--- src/rtl/vx_writeback_arb_pkg.sv ---
// vx_writeback_arb_pkg: shared widths and the per-unit writeback payload struct
package vx_writeback_arb_pkg;
  localparam int UUID_WIDTH    = 44;
  localparam int ISSUE_WIS_W   = 2;
  localparam int SIMD_IDX_W    = 1;
  localparam int SIMD_WIDTH    = 4;
  localparam int PC_BITS       = 30;
  localparam int NUM_REGS_BITS = 6;
  localparam int XLEN          = 32;
  localparam int NUM_EX_UNITS  = 4;
  typedef struct packed {
    logic [UUID_WIDTH-1:0]              uuid;
    logic [ISSUE_WIS_W-1:0]             wis;
    logic [SIMD_IDX_W-1:0]              sid;
    logic [SIMD_WIDTH-1:0]              tmask;
    logic [PC_BITS-1:0]                 PC;
    logic                               wb;
    logic [NUM_REGS_BITS-1:0]           rd;
    logic [SIMD_WIDTH-1:0][XLEN-1:0]    data;
    logic                               sop;
    logic                               eop;
  } wb_result_t;
  function automatic int popcount(input logic [SIMD_WIDTH-1:0] m);
    return $countones(m);
  endfunction
endpackage

--- src/rtl/vx_writeback_arb_if.sv ---
// vx_writeback_arb_if: execute-unit result inputs and the registered writeback stream
interface vx_writeback_arb_if import vx_writeback_arb_pkg::*; #(
  parameter int NUM_UNITS = NUM_EX_UNITS
);
  logic [NUM_UNITS-1:0]             result_valid;
  wb_result_t [NUM_UNITS-1:0]       result;
  logic [NUM_UNITS-1:0]             result_ready;
  logic                             writeback_valid;
  wb_result_t                       writeback;
  modport master (
    output result_valid, result,
    input  result_ready, writeback_valid, writeback
  );
  modport slave (
    input  result_valid, result,
    output result_ready, writeback_valid, writeback
  );
endinterface

--- src/rtl/vx_writeback_arb_rr.sv ---
// vx_rr_lock_arb: round-robin arbiter with a lock override; pointer advances only on unlock
module vx_rr_lock_arb #(
  parameter int N = 4,
  localparam int IW = N > 1 ? $clog2(N) : 1
) (
  input  logic          clk,
  input  logic          reset,
  input  logic [N-1:0]  valid,
  input  logic          lock,
  input  logic [IW-1:0] lock_idx,
  input  logic          unlock,
  output logic [N-1:0]  grant_onehot,
  output logic [IW-1:0] grant_index
);
  logic [IW-1:0] ptr_q, ptr_d;
  logic          found;
  always_comb begin
    found = 1'b0;
    grant_index = '0;
    grant_onehot = '0;
    if (lock) begin
      found = valid[lock_idx];
      grant_index = lock_idx;
    end else begin
      for (int k = 0; k < N; k++)
        if (!found && valid[IW'((int'(ptr_q) + k) % N)]) begin
          found = 1'b1;
          grant_index = IW'((int'(ptr_q) + k) % N);
        end
    end
    for (int i = 0; i < N; i++) grant_onehot[i] = found && grant_index == IW'(i);
  end
  // kept apart from the grant logic so unlock (derived from the grant) forms no loop
  assign ptr_d = unlock ? IW'((int'(grant_index) + 1) % N) : ptr_q;
  always_ff @(posedge clk)
    if (reset) ptr_q <= '0;
    else ptr_q <= ptr_d;
endmodule

--- src/rtl/vx_writeback_arb.sv ---
// vx_writeback_arb: arbitrates execute-unit results into one registered writeback stream
module vx_writeback_arb import vx_writeback_arb_pkg::*; #(
  parameter int NUM_UNITS  = NUM_EX_UNITS,
  parameter int PERF_CTR_W = 44
) (
  input  logic                  clk,
  input  logic                  reset,
  vx_writeback_arb_if.slave     ifc,
  output logic [PERF_CTR_W-1:0] commit_instrs,
  output logic [PERF_CTR_W-1:0] commit_threads
);
  localparam int IW = NUM_UNITS > 1 ? $clog2(NUM_UNITS) : 1;
  logic [NUM_UNITS-1:0]  grant;
  logic [IW-1:0]         gidx;
  wb_result_t            sel;
  logic                  fire;
  logic                  lock_q, lock_d;
  logic [IW-1:0]         lidx_q, lidx_d;
  logic                  wbv_q, wbv_d;
  wb_result_t            wb_q, wb_d;
  logic [PERF_CTR_W-1:0] instrs_q, instrs_d, threads_q, threads_d;
  vx_rr_lock_arb #(.N(NUM_UNITS)) u_arb (
    .clk(clk), .reset(reset), .valid(ifc.result_valid), .lock(lock_q), .lock_idx(lidx_q),
    .unlock(fire && sel.eop), .grant_onehot(grant), .grant_index(gidx)
  );
  assign sel  = ifc.result[gidx];
  assign fire = |grant;
  always_comb begin
    lock_d    = fire ? !sel.eop : lock_q;
    lidx_d    = fire && !sel.eop ? gidx : lidx_q;
    wbv_d     = fire && sel.wb;
    wb_d      = fire ? sel : wb_q;
    threads_d = threads_q + (fire ? PERF_CTR_W'(popcount(sel.tmask)) : '0);
    instrs_d  = instrs_q + PERF_CTR_W'(fire && sel.eop);
  end
  always_ff @(posedge clk)
    if (reset) begin
      lock_q    <= 1'b0;
      lidx_q    <= '0;
      wbv_q     <= 1'b0;
      wb_q      <= '0;
      instrs_q  <= '0;
      threads_q <= '0;
    end else begin
      lock_q    <= lock_d;
      lidx_q    <= lidx_d;
      wbv_q     <= wbv_d;
      wb_q      <= wb_d;
      instrs_q  <= instrs_d;
      threads_q <= threads_d;
    end
  assign ifc.result_ready    = grant;
  assign ifc.writeback_valid = wbv_q;
  assign ifc.writeback       = wb_q;
  assign commit_instrs       = instrs_q;
  assign commit_threads      = threads_q;
  // a locked unit must continue its instruction, never start a new one
  a_no_sop_while_locked: assert property (@(posedge clk) disable iff (reset)
    !(lock_q && ifc.result_valid[lidx_q] && ifc.result[lidx_q].sop));
endmodule

--- src/flat_wrapper.sv ---
// flat-port wrapper written by rule: the top's interface ports become plain ports
module vx_writeback_arb_flat import vx_writeback_arb_pkg::*;
#(
  parameter int NUM_UNITS  = NUM_EX_UNITS,
  parameter int PERF_CTR_W = 44
)
  (clk, reset, commit_instrs, commit_threads, ifc_result_valid, ifc_result, ifc_result_ready, ifc_writeback_valid, ifc_writeback);
  vx_writeback_arb_if #(.NUM_UNITS(NUM_UNITS)) ifc_i ();
  input  logic clk;
  input  logic reset;
  output logic [PERF_CTR_W-1:0] commit_instrs;
  output logic [PERF_CTR_W-1:0] commit_threads;
  input wire logic [$bits(ifc_i.result_valid)-1:0] ifc_result_valid;
  input wire logic [$bits(ifc_i.result)-1:0] ifc_result;
  output wire logic [$bits(ifc_i.result_ready)-1:0] ifc_result_ready;
  output wire logic [$bits(ifc_i.writeback_valid)-1:0] ifc_writeback_valid;
  output wire logic [$bits(ifc_i.writeback)-1:0] ifc_writeback;
  assign ifc_i.result_valid = ifc_result_valid;
  assign ifc_i.result = ifc_result;
  assign ifc_result_ready = ifc_i.result_ready;
  assign ifc_writeback_valid = ifc_i.writeback_valid;
  assign ifc_writeback = ifc_i.writeback;
  vx_writeback_arb #(.NUM_UNITS(NUM_UNITS), .PERF_CTR_W(PERF_CTR_W)) u_core (.clk(clk), .reset(reset), .ifc(ifc_i), .commit_instrs(commit_instrs), .commit_threads(commit_threads));
endmodule
--- config.mk ---
export PLATFORM = sky130hd
export DESIGN_NAME = vx_writeback_arb_flat
export DESIGN_NICKNAME = d
export VERILOG_FILES = /design/src/rtl/vx_writeback_arb_pkg.sv /design/src/rtl/vx_writeback_arb_if.sv /design/src/rtl/vx_writeback_arb_rr.sv /design/src/rtl/vx_writeback_arb.sv /design/src/flat_wrapper.sv
export SDC_FILE = /design/constraint.sdc
export NUM_CORES = 1
export LEC_CHECK = 0
export CAP_MARGIN = 10
export CORE_AREA = 8 8 453 455
export DETAILED_ROUTE_END_ITERATION = 10
export DIE_AREA = 0 0 461 463
export GPL_TIMING_DRIVEN = 1
export PLACE_DENSITY = 0.41
export SLEW_MARGIN = 20
export SYNTH_ARGS = -nofsm -noshare
export SYNTH_HDL_FRONTEND = slang
export SYNTH_HIERARCHICAL = 1
export SYNTH_SLANG_ARGS = --single-unit
--- constraint.sdc ---
create_clock -name clk -period 8.16 [get_ports clk]
set_input_delay 1.224 -clock clk [delete_from_list [all_inputs] [get_ports clk]]
set_output_delay 1.224 -clock clk [all_outputs]
set_load 0.01 [all_outputs]
==> key figures, run 1 <==
Run status
  • Outcome: complete, no violations

Synth
  • #FFs+latches synth: 312
  • Number of flops mapped to enable cells by yosys: 0
  • Prevailing post-synth register cell: dfxtp_1
  • Async set or reset register ratio after synthesis: 0%
  • Commonest cells in the synthesized netlist: nand2_1 (468), dfxtp_1 (312), a21oi_1 (250)
  • Avg Cell Area, Syn: a little under 10 um2
  • Top cells by area, synth: dfxtp_1 (36%), mux4_2 (28%), nand2_1 (10%), a21oi_1 (7.1%), clkbuf_1 (2.5%)
  • Top-count cell post-synth: nand2_1
  • Synthesized netlist cell count: 1,796
  • Yosys warning count: 6
  • Yosys top cell by area: dfxtp_1
  • Synth top area share: 35.7%
  • Number of library cell types mapped by synthesis: 49
  • Netlist Area Pre-Place: 0.0175 mm2
  • Sequential-to-total area share from yosys stat: 35.7%
  • Synthesized Nets: 2,687

STA
  • Period minus WS final: 5.96 ns
  • Worst Max-Slew Pin Slew: ~1.1 ns
  • Period utilization: 73.1%
  • Clock Skews: 0.0264 ns
  • Setup ws final: 2.20 ns
  • RSZ-0062 raised after global routing: false
  • Final setup viols: 0
  • Highest Clock Rate: 168 MHz
  • Setup TNS Final: 0 ns
  • Final slew viol count: 0
  • Max-Slew Margin vs Limit: 28.2%
  • Final Hold Viols: 0

Run
  • MaxCap Viol Count: 0

CTS
  • Clk Tree Root Cell: clkbuf_16
  • TritonCTS clock tree: done
  • Post-CTS Setup Inserts: 0
  • Count of clock tree sinks: 312
  • Cts hold-fix bufs: 0
  • Clock Latency Late Sink: 0.66 ns
  • Clock buffer depth: 3
  • H-tree levels: 2
  • CTS Buf Count: 50
  • # resized after CTS: 0
  • CTS clk-pin slew, worst paths: 0.06 ns

Detailed routing
  • Number of vias per cell: 3.62
  • DRC: 0
  • Routed len/inst: between 30 and 40 um
  • Total wire length: a little under 200,000 um
  • DR pass1 iterations: 5
  • Iter 0 DRT Violations: ~1,500
  • Vias: just over 20,000
  • Post-route ant nets: 0

Critical path
  • Setup CP Type: in -> reg
  • Max stage delay on crit path: around 0.70 ns
  • Most used cell, CP: ha_1
  • Arr. time, crit path: 6.50 ns
  • CP max-delay cell: buf_4
  • Worst-path fanout max: 42
  • Critical-path cell list: clkdlybuf4s50_1 -> a21boi_0 -> o221ai_1 -> o21ai_4 -> buf_4 -> mux4_2 -> ha_1 -> and2_1 -> ha_1 -> inv_1 -> fa_1 -> nor2b_1 -> o211ai_1 -> nor4_1 -> mux2_2
  • Worst setup SP type: input pin
  • Worst path required time: 8.70 ns
  • CP Capture Type: flip-flop

Placement
  • Final GP Congestion: 0.908
  • Input/output buffers: about 1,200
  • Detailed Place HPWL: 169,000 um
  • Place WS: 1.45 ns

GRT
  • GRT overflow: 0
  • Number of global-route vias before repair: 20,614
  • Initial antenna violation count: 167
  • GRT Util Overall: approximately 17%
  • Largest net degree at the start of global routing: 143
  • First-pass GRT wire length: 239,000 um

Cells and area
  • Area Growth Syn to Fin: 94.8%
  • Final nets: 3,789
  • Multi-input gate area: 0.0106 mm2
  • Reg area: 0.00625 mm2
  • Final design utilization: ~17%
  • # fillers: 22,300
  • Fraction of layout cells with a size suffix above 1: 12.4%

Floorplanning
  • # IOs: about 1,200
  • Core area: between 0.15 and 0.2 mm2
  • Die Span Y: 463 um
  • Die Outline Area: 0.213 mm2
  • Initial Utilization: around 8.8%
  • Std-Cell Rows: about 160
  • Die width: 461 um

Pwr
  • Maximum VDD drop: 0.250 mV
  • Power Density: 341 mW/mm2
  • Pleak: 11.2 nW

Min path
  • Worst min path class: reg -> reg
[critical path: cells and delay by family]
kind | cells | cell delay (ns)
AO/OA/AOI/OAI | 4 | 1.22
adder cells (fa/ha/maj) | 3 | 0.84
buffers and inverters | 3 | 1.31
multiplexers | 2 | 1.01
AND/OR/NAND/NOR | 3 | 0.87
[cells by family after synthesis]
group,Yosys count,share of synthesized area (%)
mux,252,30.3
fa+ha+maj,13,1.02
simple gates,711,18.3
buf+inv,177,4.05
xor+xnor,17,0.851
compound gates,314,9.84
flops,312,35.7
[metrics by stage]
step           area, um2  total power [mW]  std cells  hold WS, ns
2_1_floorplan      17500              5.58       1796        0.476
3_3_place_gp       32300              9.61       5502        0.439
3_5_place_dp       32300              9.63       5502        0.444
4_1_cts            34000              12.1       5593        0.451
5_1_grt            34000              12.4       5599        0.463
6_report           34100              11.6       5621        0.447
[cell usage in the layout (no fill, tap or decap), types with 19 or more instances in the layout]
cell type        instances
a21oi_1                250
diode_2                 28
or4_1                   19
nor2b_1                 33
clkbuf_16               53
dfxtp_1                312
clkdlybuf4s50_1       1187
nand2_1                468
nor4_1                  25
mux2_2                  29
nor2_1                  57
mux4_2                 219
[per-layer routing]
| layer | vias up | part of all wire, % | GRT usage, % |
|---|---|---|---|
| met1 | 9959 | 37 | 18.9 |
| met2 | 1135 | 48 | 29.6 |
| met3 | 320 | 13 | 9.42 |
| li1 | 8850 | - | - |
| met4 | 92 | 2.0 | 2.61 |
| met5 | - | 0.30 | 0 |
[final cells by class]
type | instances | area share (%)
repair buffers | 1209 | 35.5
clock inverters | 22 | 0.848
multi-input cells | 1307 | 31.0
flip-flops and latches | 312 | 18.3
well taps | 2656 | 9.75
inverters | 18 | 0.198
diodes | 28 | 0.206
clock buffers | 69 | 4.16
[path summary, 6_finish.rpt]
check	slack [ns]	cells after the start	endpoint	start
worst max-delay path	2.20	15	u_core/commit_threads[38]	ifc_result_valid[1]
worst min register to register	0.45	2	u_core/ifc.writeback[47]	u_core/ifc.writeback[47]
worst max register to register	2.94	14	u_core/commit_threads[38]	u_core/u_arb/ptr_q[1]
worst min-delay path	0.45	2	u_core/ifc.writeback[47]	u_core/ifc.writeback[47]
[power by group]
part | total [mW] | internal [mW] | switching, mW
logic | 6.84 | 2.82 | 4.03
registers | 2.47 | 2.12 | 0.349
clock network | 2.32 | 1.40 | 0.924
[registers in the layout, summed over array words and instances (netlist names)]
name                        count
u_core/lidx_q                   2
u_core/commit_threads          44
u_core/commit_instrs           44
u_core/lock_q                   1
u_core/ifc.writeback_valid      1
u_core/u_arb/ptr_q              2
u_core/ifc.writeback          218
(Power assumes the default switching activity.)
==> inputs of run 2 (changes only) <==
--- a/config.mk
+++ b/config.mk
@@ -6,11 +6,11 @@
 export NUM_CORES = 1
 export LEC_CHECK = 0
 export CAP_MARGIN = 10
-export CORE_AREA = 8 8 453 455
+export CORE_AREA = 8 8 458 460
 export DETAILED_ROUTE_END_ITERATION = 10
-export DIE_AREA = 0 0 461 463
+export DIE_AREA = 0 0 466 468
 export GPL_TIMING_DRIVEN = 1
-export PLACE_DENSITY = 0.41
+export PLACE_DENSITY = 0.4
 export SLEW_MARGIN = 20
 export SYNTH_ARGS = -nofsm -noshare
 export SYNTH_HDL_FRONTEND = slang
==> constraint.sdc (replaced) <==
create_clock -name clk -period 5.9 [get_ports clk]
set_input_delay 0.885 -clock clk [delete_from_list [all_inputs] [get_ports clk]]
set_output_delay 0.885 -clock clk [all_outputs]
set_load 0.01 [all_outputs]
==> key figures, run 2 (synthesis results as in run 1) <==
Run
  • MaxCap Viol Count: 0

GRT
  • GRT met3 Usage: 8.67%
  • GRT overflow: 0
  • Number of global-route vias before repair: 20,739
  • Initial antenna violation count: 133
  • First-pass GRT wire length: approximately 230,000 um
  • Gr busiest metal: met2
  • Routing usage on met1: 17.3%
  • GRT Util Overall: between 10% and 20%
  • Largest net degree at the start of global routing: about 150
  • Met2 GRT Util: between 20% and 30%

Critical path
  • Worst setup SP type: input pin
  • R2R depth: 14
  • Worst path required time: about 6.4 ns
  • Worst r2r dst: u_core/commit_instrs[40]
  • Setup CP Type: in -> reg
  • Arr. time, crit path: approximately 5.8 ns
  • Reg2reg start: u_core/u_arb/ptr_q[1]
  • FF-to-FF setup slack: 1.08 ns
  • CP Capture Type: flip-flop
  • Worst-path fanout max: 36

Pwr
  • Switching share of power: between 40% and 50%
  • Total internal power: ~8.7 mW
  • Maximum VDD drop: 0.581 mV
  • Clk pwr share: a little under a fifth
  • NetSw: 7.32 mW
  • Power Density: 469 mW/mm2
  • Pleak: ~11 nW
  • Register share of total power: a little over a fifth
  • Comb power frac: 60.2%

Detailed routing
  • Vias: 20,334
  • Iter 0 DRT Violations: 1,302
  • Post-route ant nets: 0
  • Routed len/inst: 32.9 um
  • DRC: 0
  • Total wire length: 186,000 um
  • Number of vias per cell: 3.61
  • DR pass1 iterations: 6

Floorplanning
  • Core area: 0.203 mm2
  • Die Outline Area: 0.218 mm2
  • Std-Cell Rows: 166
  • Initial Utilization: 8.62%
  • # IOs: 1,189
  • Die Span Y: between 400 and 500 um
  • Die width: 466 um

Cells and area
  • Most frequent cells in the layout: clkdlybuf4s50_1 (1,187), nand2_1 (468), dfxtp_1 (312)
  • Commonest non-fill, non-tap cell in the layout: clkdlybuf4s50_1
  • # fillers: about 23,000
  • Reg area: 0.00625 mm2
  • Fraction of layout cells with a size suffix above 1: 12.3%
  • Final design utilization: around 17%
  • Post-Layout Inst Area: about 0.034 mm2
  • Area Growth Syn to Fin: 94.7%
  • Multi-input gate area: 0.0106 mm2
  • Final nets: 3,784
  • Max reg flops: 218

STA
  • Period minus WS final: 5.26 ns
  • Final setup viols: 0
  • Final slew viol count: 0
  • Clock Skews: 0.0216 ns
  • Period utilization: a little under 90%
  • Worst Max-Slew Pin Slew: ~1 ns
  • Max-Slew Margin vs Limit: 33.5%
  • RSZ-0062 raised after global routing: false
  • Highest Clock Rate: approximately 190 MHz
  • Final Hold Viols: 0

Run status
  • Outcome: complete, no violations

Placement
  • Detailed Place HPWL: 163,000 um
  • Placed instance area: 0.0324 mm2
  • Final GP Congestion: 0.880
  • Input/output buffers: 1,188

Min path
  • Worst Hold End: u_core/ifc.writeback[10]
  • Worst min path class: reg -> reg
  • Hold path start: u_core/ifc.writeback[10]
  • Hold path depth: 2

CTS
  • H-tree levels: 2
  • Clock buffer depth: 3
  • CTS Buf Count: 45
  • Post-CTS Setup Inserts: 0
  • CTS clk-pin slew, worst paths: 0.06 ns
  • Clk Tree Root Cell: clkbuf_16
  • # resized after CTS: 0
  • Cts hold-fix bufs: 0
  • TritonCTS clock tree: done
  • Count of clock tree sinks: 312
  • Clock Latency Late Sink: 0.63 ns
run 2: area by class of cell:
| type | instances | share of cell area (%) |
|---|---|---|
| antenna | 23 | 0.169 |
| clock buffer | 62 | 3.79 |
| clock inverter | 20 | 0.786 |
| inverter | 18 | 0.198 |
| multi-input combinational | 1307 | 31.1 |
| sequential | 312 | 18.3 |
| tap | 2688 | 9.87 |
| timing repair buffer | 1209 | 35.8 |
run 2: stage by stage:
stage / hold slack, ns / worst slack, ns / std cells / total power [mW] / TNS (ns)
3_3_place_gp: 0.438 / 0.114 / 5533 / 13.4 / 0
3_5_place_dp: 0.444 / -0.0382 / 5533 / 13.4 / -0.0617
6_report: 0.450 / 0.640 / 5639 / 16.0 / 0
4_1_cts: 0.452 / 0.683 / 5615 / 16.6 / 0
5_1_grt: 0.465 / 0.311 / 5622 / 17.0 / 0
2_1_floorplan: 0.476 / 0.714 / 1796 / 7.71 / 0
run 2: routing by layer:
metal | routed length (um) | vias to the layer above
met1 | 68100 | 10035
met5 | 474 | -
li1 | - | 8839
met4 | 4130 | 72
met2 | 91200 | 1105
met3 | 21800 | 283
run 2: power groups by stage:
| stage | Combinational (mW) | Sequential [mW] | Clock [mW] |
|---|---|---|---|
| 2_1_floorplan | 3.99 | 3.73 | 0 |
| 3_3_place_gp | 9.98 | 3.42 | 0 |
| 3_5_place_dp | 9.98 | 3.45 | 0 |
| 4_1_cts | 10.0 | 3.41 | 3.13 |
| 5_1_grt | 10.3 | 3.51 | 3.19 |
| 6_report | 9.62 | 3.40 | 2.97 |
run 2: worst max-delay path by stage:
| stage | slack (ns) | endpoint | depth (start not counted) | start |
|---|---|---|---|---|
| 2_1_floorplan | 0.71 | u_core/commit_threads[31] | 18 | ifc_result_valid[1] |
| 3_3_place_gp | 0.11 | u_core/commit_threads[34] | 16 | ifc_result_valid[1] |
| 3_5_place_dp | -0.04 | u_core/commit_instrs[40] | 15 | ifc_result_valid[1] |
| 4_1_cts | 0.68 | u_core/commit_instrs[40] | 15 | ifc_result_valid[1] |
| 5_1_grt | 0.31 | u_core/commit_instrs[38] | 15 | ifc_result_valid[1] |
| 6_report | 0.64 | u_core/commit_instrs[40] | 15 | ifc_result_valid[1] |
run 2: worst max-delay path, cell delays in order:
cell and delay [ns]:
clkdlybuf4s50_1 0.55, a21boi_0 0.20, o221ai_1 0.26, o21ai_4 0.46, buf_12 0.34, ha_1 0.20
and3_1 0.21, or4_4 0.21, and2_1 0.32, ha_1 0.29, ha_1 0.26, nand3_4 0.14
or4_4 0.67, nor4_1 0.35, mux2_2 0.38
==> inputs of run 3 (changes only) <==
--- a/config.mk
+++ b/config.mk
@@ -6,13 +6,12 @@
 export NUM_CORES = 1
 export LEC_CHECK = 0
 export CAP_MARGIN = 10
-export CORE_AREA = 8 8 458 460
+export CORE_AREA = 8 8 457 459
 export DETAILED_ROUTE_END_ITERATION = 10
-export DIE_AREA = 0 0 466 468
+export DIE_AREA = 0 0 465 467
 export GPL_TIMING_DRIVEN = 1
 export PLACE_DENSITY = 0.4
 export SLEW_MARGIN = 20
 export SYNTH_ARGS = -nofsm -noshare
 export SYNTH_HDL_FRONTEND = slang
-export SYNTH_HIERARCHICAL = 1
 export SYNTH_SLANG_ARGS = --single-unit
==> key figures, run 3 <==
Critical path
  • CP max-delay cell: clkdlybuf4s50_1
  • Max stage delay on crit path: 0.55 ns
  • Critical-path cell list: clkdlybuf4s50_1 -> nor2b_1 -> a2111oi_2 -> or3_4 -> inv_8 -> mux2i_1 -> mux2i_1 -> ha_1 -> ha_1 -> inv_1 -> fa_1 -> nand2b_1 -> fa_1 -> nor2b_1 -> o21bai_1 -> or3_1 -> or3_1 -> a21oi_1
  • Arr. time, crit path: 5.68 ns
  • Worst path required time: 6.46 ns
  • Worst-path fanout max: 17
  • CP Launch Point: ifc_result_valid[0]
  • Worst r2r dst: u_core.commit_threads[20]
  • Buf/Inv on CP: 3
  • Cell family with most CP delay: simple AND/OR/NAND/NOR gates
  • CP Capture Type: flip-flop
  • Reg2reg start: u_core.lock_q
  • Worst setup SP type: input pin
  • Setup CP Type: in -> reg
  • WP depth: 18
  • R2R depth: 17
  • Critical path endpoint: u_core.commit_threads[20]
  • FF-to-FF setup slack: 1.16 ns

Placement
  • Final GP Congestion: 0.915
  • Detailed Place HPWL: 155,000 um
  • Input/output buffers: 1,188

Synth
  • Top cells by area, synth: dfxtp_1 (36%), nand2_1 (19%), nand3_1 (13%), a32o_1 (12%), clkbuf_1 (2.4%)
  • Sequential-to-total area share from yosys stat: approximately 36%
  • Synth top area share: 35.9%
  • Avg Cell Area, Syn: 7.13 um2
  • Netlist Area Pre-Place: 0.0174 mm2
  • #FFs+latches synth: 312
  • Yosys top cell by area: dfxtp_1
  • Number of library cell types mapped by synthesis: 55
  • Yosys warning count: 0
  • Number of flops mapped to enable cells by yosys: 0
  • Prevailing post-synth register cell: dfxtp_1
  • Synthesized Nets: 3,335
  • Commonest cells in the synthesized netlist: nand2_1 (876), nand3_1 (450), dfxtp_1 (312)
  • Async set or reset register ratio after synthesis: 0%
  • Synthesized netlist cell count: roughly 2,400
  • Top-count cell post-synth: nand2_1

Floorplanning
  • Initial Utilization: 8.65%
  • Die width: between 400 and 500 um
  • Core area: 0.201 mm2
  • Std-Cell Rows: 165
  • # IOs: 1,189
  • Die Outline Area: 0.217 mm2
  • Die Span Y: approximately 470 um

STA
  • Period utilization: between 80% and 90%
  • Worst Max-Slew Pin Slew: 1.06 ns
  • Period minus WS final: 5.12 ns
  • Final Hold Viols: 0
  • Clock Skews: 0.0339 ns
  • Max-Slew Margin vs Limit: 29.5%
  • Highest Clock Rate: 195 MHz
  • Final setup viols: 0
  • RSZ-0062 raised after global routing: false
  • Final slew viol count: 0
  • Setup TNS Final: 0 ns

GRT
  • First-pass GRT wire length: ~240,000 um
  • Largest net degree at the start of global routing: 157
  • Initial antenna violation count: 113
  • GRT overflow: 0
  • Number of global-route vias before repair: 23,531
  • GRT Util Overall: 16.2%

Detailed routing
  • Post-route ant nets: 0
  • Vias: 23,327
  • Routed len/inst: ~30 um
  • Iter 0 DRT Violations: between 1,500 and 2,000
  • Total wire length: around 190,000 um
  • Number of vias per cell: between 3 and 4
  • DR pass1 iterations: 6
  • DRC: 0

Cells and area
  • Area Growth Syn to Fin: 95.6%
  • Commonest non-fill, non-tap cell in the layout: clkdlybuf4s50_1
  • Most frequent cells in the layout: clkdlybuf4s50_1 (1,187), nand2_1 (876), nand3_1 (450)
  • Final design utilization: between 10% and 20%
  • Fraction of layout cells with a size suffix above 1: between 4 and 5%
  • Max reg flops: 218
  • Final nets: roughly 4,400

CTS
  • # resized after CTS: 0
  • TritonCTS clock tree: done
  • Count of clock tree sinks: 312
  • CTS clk-pin slew, worst paths: 0.06 ns
  • Post-CTS Setup Inserts: 0
  • CTS Buf Count: 49
  • Clk Tree Root Cell: clkbuf_16
  • H-tree levels: 2
  • Clock buffer depth: 3
  • Clock Latency Late Sink: between 0.6 and 0.7 ns
  • Cts hold-fix bufs: 0

Pwr
  • Pleak: 12.3 nW
  • Maximum VDD drop: 0.417 mV
  • Power Density: ~470 mW/mm2

Min path
  • Worst min path class: reg -> reg
  • Hold path depth: 1

Run
  • MaxCap Viol Count: 0

Run status
  • Outcome: complete, no violations
run 3: cell types whose count changed after synthesis, sizes merged, moves of 37 or more:
cell | before | now
nor2 | 57 | 94
nand3 | 18 | 450
mux4 | 219 | 1
nand2 | 468 | 876
buf | 43 | 96
a32o | 0 | 212
a21oi | 250 | 11
run 3: per-stage QoR:
step	instance area [um2]	power, mW	hold slack, ns	instances	worst slack [ns]
after detailed placement	32300	13.1	0.455	6149	0.125
after global routing	34000	17.0	0.477	6253	0.482
after floorplan	17400	7.73	0.453	2443	0.851
after CTS	34000	16.4	0.469	6234	0.864
after global placement	32300	13.0	0.448	6149	0.199
final	34100	15.9	0.467	6270	0.784
run 3: cell families after synthesis:
family                     synth area share (%)
muxes                                      1.11
DFF                                        35.9
buffers and inverters                      5.91
xor gates and xnor gates                   3.77
AOI/OAI and AO/OA                          14.3
adders and majority gates                  1.09
and+or+nand+nor                            38.0
run 3: routing by layer:
layer	GRT usage (%)	vias up	routed length, um
met5	0	-	660
met4	6.17	100	6440
met3	10.8	260	27600
met2	25.5	1173	83200
met1	17.1	11048	67800
li1	-	10746	-
run 3: where the power goes:
| part | internal [mW] | switching, mW |
|---|---|---|
| clock | 1.88 | 1.26 |
| combinational | 3.50 | 6.19 |
| sequential | 2.70 | 0.376 |
run 3: final cells by class:
| class | instances | area [um2] |
|---|---|---|
| repair buffers | 1242 | 12400 |
| multi-input cells | 1893 | 10200 |
| clock inverters | 17 | 240 |
| fillers | 22919 | 167000 |
| flip-flops and latches | 312 | 6250 |
| well taps | 2672 | 3340 |
| diodes | 36 | 90.1 |
| inverters | 30 | 128 |
| clock buffers | 68 | 1410 |
run 3: how the worst min path moves through the flow:
stage                     slack (ns)                 startpoint                         to
after floorplan                 0.45           u_core.lidx_q[1]           u_core.lidx_q[1]
after global placement          0.45  u_core.ifc.writeback[114]  u_core.ifc.writeback[114]
after detailed placement        0.46   u_core.ifc.writeback[99]   u_core.ifc.writeback[99]
after CTS                       0.47   u_core.ifc.writeback[99]   u_core.ifc.writeback[99]
after global routing            0.48   u_core.ifc.writeback[99]   u_core.ifc.writeback[99]
final                           0.47   u_core.ifc.writeback[41]   u_core.ifc.writeback[41]
